**config.mk**
```make
export PLATFORM = sky130hd
export DESIGN_NAME = mem_req_arbiter
export DESIGN_NICKNAME = d
export VERILOG_FILES = /design/src/rtl/mem_req_arbiter.sv
export SDC_FILE = /design/constraint.sdc
export NUM_CORES = 1
export LEC_CHECK = 0
export BUFFER_PORTS_ARGS = -buffer_cell sky130_fd_sc_hd__buf_2
export CAP_MARGIN = 20
export CORE_MARGIN = 5
export CORE_UTILIZATION = 35
export DETAILED_ROUTE_END_ITERATION = 6
export PLACE_DENSITY_LB_ADDON = 0.1
export REMOVE_ABC_BUFFERS = 1
export SLEW_MARGIN = 10
export SYNTH_ARGS = -nofsm -noshare
export SYNTH_HDL_FRONTEND = slang
export SYNTH_SLANG_ARGS = --single-unit
```
**constraint.sdc**
```tcl
create_clock -name clk_in -period 10.09 [get_ports clk_in]
set_input_delay 1.5135 -clock clk_in [delete_from_list [all_inputs] [get_ports clk_in]]
set_output_delay 1.5135 -clock clk_in [all_outputs]
set_load 0.05 [all_outputs]
```
**src/rtl/mem_req_arbiter.sv**
```systemverilog
// Request scheduler for the byte-serial memory controller. It arbitrates fetch, load and
// store, keeps one transaction in flight, and squashes speculative traffic on flush.
module mem_req_arbiter #(
    parameter int unsigned STARVE_LIMIT = 8,
    parameter logic [31:0] IO_ADDR      = 32'h30000
) (
    input  logic        clk_in,
    input  logic        rst_in,
    input  logic        rdy_in,
    input  logic        flush_in,
    input  logic        io_buffer_full,
    input  logic        if_req,
    input  logic [31:0] if_addr,
    output logic        if_done,
    output logic [31:0] if_data,
    input  logic        ld_req,
    input  logic [31:0] ld_addr,
    input  logic [1:0]  ld_size,
    output logic        ld_done,
    output logic [31:0] ld_data,
    input  logic        st_req,
    input  logic [31:0] st_addr,
    input  logic [1:0]  st_size,
    input  logic [31:0] st_data,
    output logic        st_done,
    output logic        mc_valid,
    output logic        mc_we,
    output logic [31:0] mc_addr,
    output logic [1:0]  mc_size,
    output logic [31:0] mc_wdata,
    input  logic        mc_done,
    input  logic [31:0] mc_rdata
);
    typedef enum logic [1:0] {IDLE, WAIT, DRAIN} state_t;
    typedef enum logic [1:0] {OWN_FETCH, OWN_LOAD, OWN_STORE} owner_t;
    typedef struct packed {
        logic        we;
        logic [31:0] addr;
        logic [1:0]  size;
        logic [31:0] wdata;
    } mc_req_t;

    localparam logic [3:0] STARVE_LIM = 4'(STARVE_LIMIT);

    state_t      state, state_d;
    owner_t      owner, owner_d;
    logic        killed, killed_d;
    logic [3:0]  starve_cnt, starve_d;
    mc_req_t     req_q, req_d;
    logic        valid_d, if_done_d, ld_done_d, st_done_d;
    logic [31:0] if_data_d, ld_data_d, rdata_m;
    logic        st_elig, ld_elig, if_elig, fetch_grant, kill_now;

    assign mc_we    = req_q.we;
    assign mc_addr  = req_q.addr;
    assign mc_size  = req_q.size;
    assign mc_wdata = req_q.wdata;

    always_comb begin
        case (req_q.size)
            2'd0:    rdata_m = {24'h0, mc_rdata[7:0]};
            2'd1:    rdata_m = {16'h0, mc_rdata[15:0]};
            default: rdata_m = mc_rdata;
        endcase
    end

    always_comb begin
        state_d     = state;
        owner_d     = owner;
        killed_d    = killed;
        req_d       = req_q;
        valid_d     = 1'b0;
        if_done_d   = 1'b0;
        ld_done_d   = 1'b0;
        st_done_d   = 1'b0;
        if_data_d   = if_data;
        ld_data_d   = ld_data;
        fetch_grant = 1'b0;
        st_elig     = st_req && !(st_addr == IO_ADDR && io_buffer_full);
        ld_elig     = ld_req && !flush_in;
        if_elig     = if_req && !flush_in;
        // A committed store is never squashed; fetch/load die on flush.
        kill_now    = killed || (flush_in && owner != OWN_STORE);

        case (state)
            IDLE: begin
                killed_d = 1'b0;
                if (if_elig && starve_cnt >= STARVE_LIM) begin
                    fetch_grant = 1'b1;
                end else if (st_elig) begin
                    owner_d = OWN_STORE;
                    req_d   = '{we: 1'b1, addr: st_addr, size: st_size, wdata: st_data};
                    valid_d = 1'b1;
                    state_d = WAIT;
                end else if (ld_elig) begin
                    owner_d = OWN_LOAD;
                    req_d   = '{we: 1'b0, addr: ld_addr, size: ld_size, wdata: 32'h0};
                    valid_d = 1'b1;
                    state_d = WAIT;
                end else if (if_elig) begin
                    fetch_grant = 1'b1;
                end
                if (fetch_grant) begin
                    owner_d = OWN_FETCH;
                    req_d   = '{we: 1'b0, addr: if_addr, size: 2'd2, wdata: 32'h0};
                    valid_d = 1'b1;
                    state_d = WAIT;
                end
            end
            WAIT, DRAIN: begin
                if (mc_done) begin
                    state_d  = IDLE;
                    killed_d = 1'b0;
                    if (!kill_now) begin
                        case (owner)
                            OWN_FETCH: begin if_done_d = 1'b1; if_data_d = rdata_m; end
                            OWN_LOAD:  begin ld_done_d = 1'b1; ld_data_d = rdata_m; end
                            default:   st_done_d = 1'b1;
                        endcase
                    end
                end else if (kill_now) begin
                    killed_d = 1'b1;
                    state_d  = DRAIN;
                end
            end
            default: state_d = IDLE;
        endcase

        if (!if_req || flush_in || fetch_grant)
            starve_d = 4'd0;
        else if (starve_cnt != 4'hF)
            starve_d = starve_cnt + 4'd1;
        else
            starve_d = starve_cnt;
    end

    always_ff @(posedge clk_in or posedge rst_in) begin
        if (rst_in) begin
            state      <= IDLE;
            owner      <= OWN_FETCH;
            killed     <= 1'b0;
            starve_cnt <= 4'd0;
            req_q      <= '0;
            mc_valid   <= 1'b0;
            if_done    <= 1'b0;
            ld_done    <= 1'b0;
            st_done    <= 1'b0;
            if_data    <= 32'h0;
            ld_data    <= 32'h0;
        end else if (rdy_in) begin
            state      <= state_d;
            owner      <= owner_d;
            killed     <= killed_d;
            starve_cnt <= starve_d;
            req_q      <= req_d;
            mc_valid   <= valid_d;
            if_done    <= if_done_d;
            ld_done    <= ld_done_d;
            st_done    <= st_done_d;
            if_data    <= if_data_d;
            ld_data    <= ld_data_d;
        end
    end
endmodule

```
==> results.yml <==
power_and_ir_drop:
  power.switching_mw: 1.578
  irDropWorstVdd_v: 0.0001415
  p_total_mw: 3.160
  leakage_nw: 4.723
  p_clk_frac: 0.193
  p_int_mw: 1.582
  power-per-cell-area_mw_per_mm2: 349.4
  pwr-share-seq: 0.301
  p_sw_frac: 0.4993
  p_comb_frac: 0.507
setup_path:
  setup.worst_path.class: "in -> reg"
  crit_path_max_fanout: 22
  arrival_ps: 3900
  worstSetupStartpointType: "primary input"
  crit_path_end_kind: "register"
  required_ps: 10390
floorplan:
  fp.dieH_um: 148.6
  dieArea_mm2: 0.02208
  die_w_um: 148.6
  start_util: 0.3571
  rows: 50
  io_pins: 308
  core-area_mm2: 0.01883
clock_tree:
  htree_levels: 4
  cts_resized: 0
  clkSlewWorstSetupHoldPaths_ps: 60
  clk_latency_ps: 420
  postCtsSetupBuffers: 0
  cts-buffers-inserted: 17
  hold_buffers: 0
  cts_sinks: 143
  cts_tree: "done"
  cts_max_path_buffers: 2
  clock_tree.root_cell: "clkbuf_16"
cells_and_area:
  area_delta_synth_final_pct: 34.52
  nNetsFinal: 1077
  drive_gt1_frac: 0.4322
synthesis:
  syn-cell-area_mm2: 0.006724
  ys_top_cells_by_area: "dfrtp_1 (53%), mux2_4 (5.8%), mux2_1 (5.4%)"
  syn_area_per_cell_um2: 11.04
  synth-compound-area-share: 0.1950
  synth-edff-count: 0
  ys_seq_elements: 143
  synth.largest_area_cell: "dfrtp_1"
  async_flop_share: 1.000
  synth_xor_area_frac: 0
  synth.area.mux_share: 0.1150
  ys.warnings.count: 0
  yosysTopAreaCellShare: 0.5322
  synth_fa_ha_area_frac: 0.005582
  synth.most_common_cell: "dfrtp_1"
  synth_common_cells: "dfrtp_1 (143), nand2_1 (65), o21ai_0 (44)"
  synthSimpleGateAreaFrac: 0.1111
  synth-seq-area-share: 0.5322
  synthesis.instances: 609
  synth_ff_type: "dfrtp_1"
  synth_top_family_by_area: "compound AO/OA/AOI/OAI gates"
  synth_cell_types: 54
placement:
  hpwl_um: 15950
  port_buffers: 307
  place_congestion: 0.8526
sta:
  slew_headroom: 0.4583
  finalHoldViolCount: 0
  fmax_mhz: 277.6
  slew_violations: 0
  finClkSkew_ps: 10.20
  period_share: 0.3570
  finalSetupViolCount: 0
  worstMarginPinSlew_ps: 812.5
  finalCriticalPeriod_ps: 3602
  fin_hold_ws_ps: 475.1
  rsz0062_at_grt: "false"
  finalSetupTns_ps: 0
status:
  status: "finished clean"
grt:
  grt_usage: 0.1920
  grt_max_degree: 81
  grt_pass1_wl_um: 34010
  grt.overflow.total: 0
  grt_pass1_vias: 6346
  antenna_found_initial: 4
flow_run:
  maxCapViolations: 0
drt:
  viasPerCell: 5.109
  antenna_left: 0
  vias: 6003
  wl_per_cell_um: 18.31
  dr.pass1.iters: 5
  first_iter_violations: 297
  drcViolationCount: 0
  postRouteWirelength_um: 21520
worst_hold_path:
  min_path_type: "reg -> reg"
layout by cell type (no fill, tap or decap), types with 2 or more instances in the layout:
cell,Yosys,final
o21ai_1,3,3
clkbuf_16,0,17
nand4_1,5,5
mux2_4,26,26
nor4b_2,2,2
a22oi_1,31,31
o22ai_1,29,29
nor4_1,4,4
nor4_2,3,3
or3_1,2,2
a21oi_1,34,34
clkinvlp_4,0,2
o221ai_1,3,3
clkinv_4,0,2
nand2_1,65,65
mux2_2,2,2
mux2_1,32,32
nor2_1,35,34
o21bai_1,4,4
ha_1,3,3
buf_4,3,10
a22o_1,32,32
nand2b_1,2,2
o21ai_0,44,44
clkinv_2,0,2
a21o_1,4,4
dfrtp_1,143,143
nor3_1,3,3
nand3_1,4,4
nor3_4,1,2
inv_6,0,6
nor2b_1,9,9
inv_1,13,12
o31ai_1,4,4
buf_2,5,307
sequential cells by signal, indices dropped and copies added (netlist names), 2 cells and up:
| signal | flops |
|---|---|
| if_data | 32 |
| ld_data | 32 |
| mc_addr | 32 |
| mc_wdata | 32 |
| starve_cnt | 4 |
| mc_size | 2 |
| owner | 2 |
| state | 2 |
worst paths after layout:
kind / startpoint / to / slack, ps / cells after the start
max: st_addr[7] / state[1] / 6490 / 7
min reg2reg: ld_data[27] / ld_data[27] / 480 / 2
max reg2reg: state[0] / mc_addr[0] / 7710 / 7
min: ld_data[27] / ld_data[27] / 480 / 2
min in group asynchronous: rst_in / mc_wdata[27] / 1220 / 2
max in group asynchronous: rst_in / mc_addr[17] / 7570 / 3
critical path, stage by stage:
cell	delay, ps
buf_2	110
nor4_1	470
nand4_1	350
o31a_1	610
buf_4	320
o21bai_1	190
mux2_1	340
per-layer routing:
layer | track usage | part of all wire | up-vias
met1 | 0.2365 | 0.41 | 2914
met3 | 0.05484 | 0.079 | 34
met2 | 0.3205 | 0.49 | 243
li1 | - | - | 2806
met4 | 0.07206 | 0.021 | 6
met5 | 0 | 0.0015 | -
kinds of logic after synthesis:
group                      Yosys count
AOI/OAI and AO/OA                  198
and+or+nand+nor                    146
DFF                                143
muxes                               60
buffers and inverters               59
adders and majority gates            3
metrics by stage:
step                setup WS (ps)    util  instance area, µm²  cells
floorplan                    4739       -                6500    564
global placement             6182  0.4491                8457   1141
detailed placement           6065  0.4499                8472   1142
CTS                          6520  0.4802                9042   1174
global route                 6345  0.4803                9045   1175
finish                       6488  0.4803                9045   1175
power groups by stage:
stage | logic [mW] | registers (mW) | clock network (mW)
2_1_floorplan | 0.356 | 1.78 | 0
3_3_place_gp | 1.60 | 0.955 | 0
3_5_place_dp | 1.62 | 0.957 | 0
4_1_cts | 1.62 | 0.953 | 0.624
5_1_grt | 1.68 | 0.982 | 0.650
6_report | 1.60 | 0.950 | 0.609
layout make-up:
class / count / area, µm²
antenna: 1 / 2.502
clock buffer: 19 / 442.9
clock inverter: 13 / 127.6
fill: 1790 / 9786
inverter: 14 / 57.56
multi-input combinational: 407 / 2884
sequential: 143 / 3578
tap: 260 / 325.3
timing repair buffer: 318 / 1627
(Power assumes the default switching activity.)
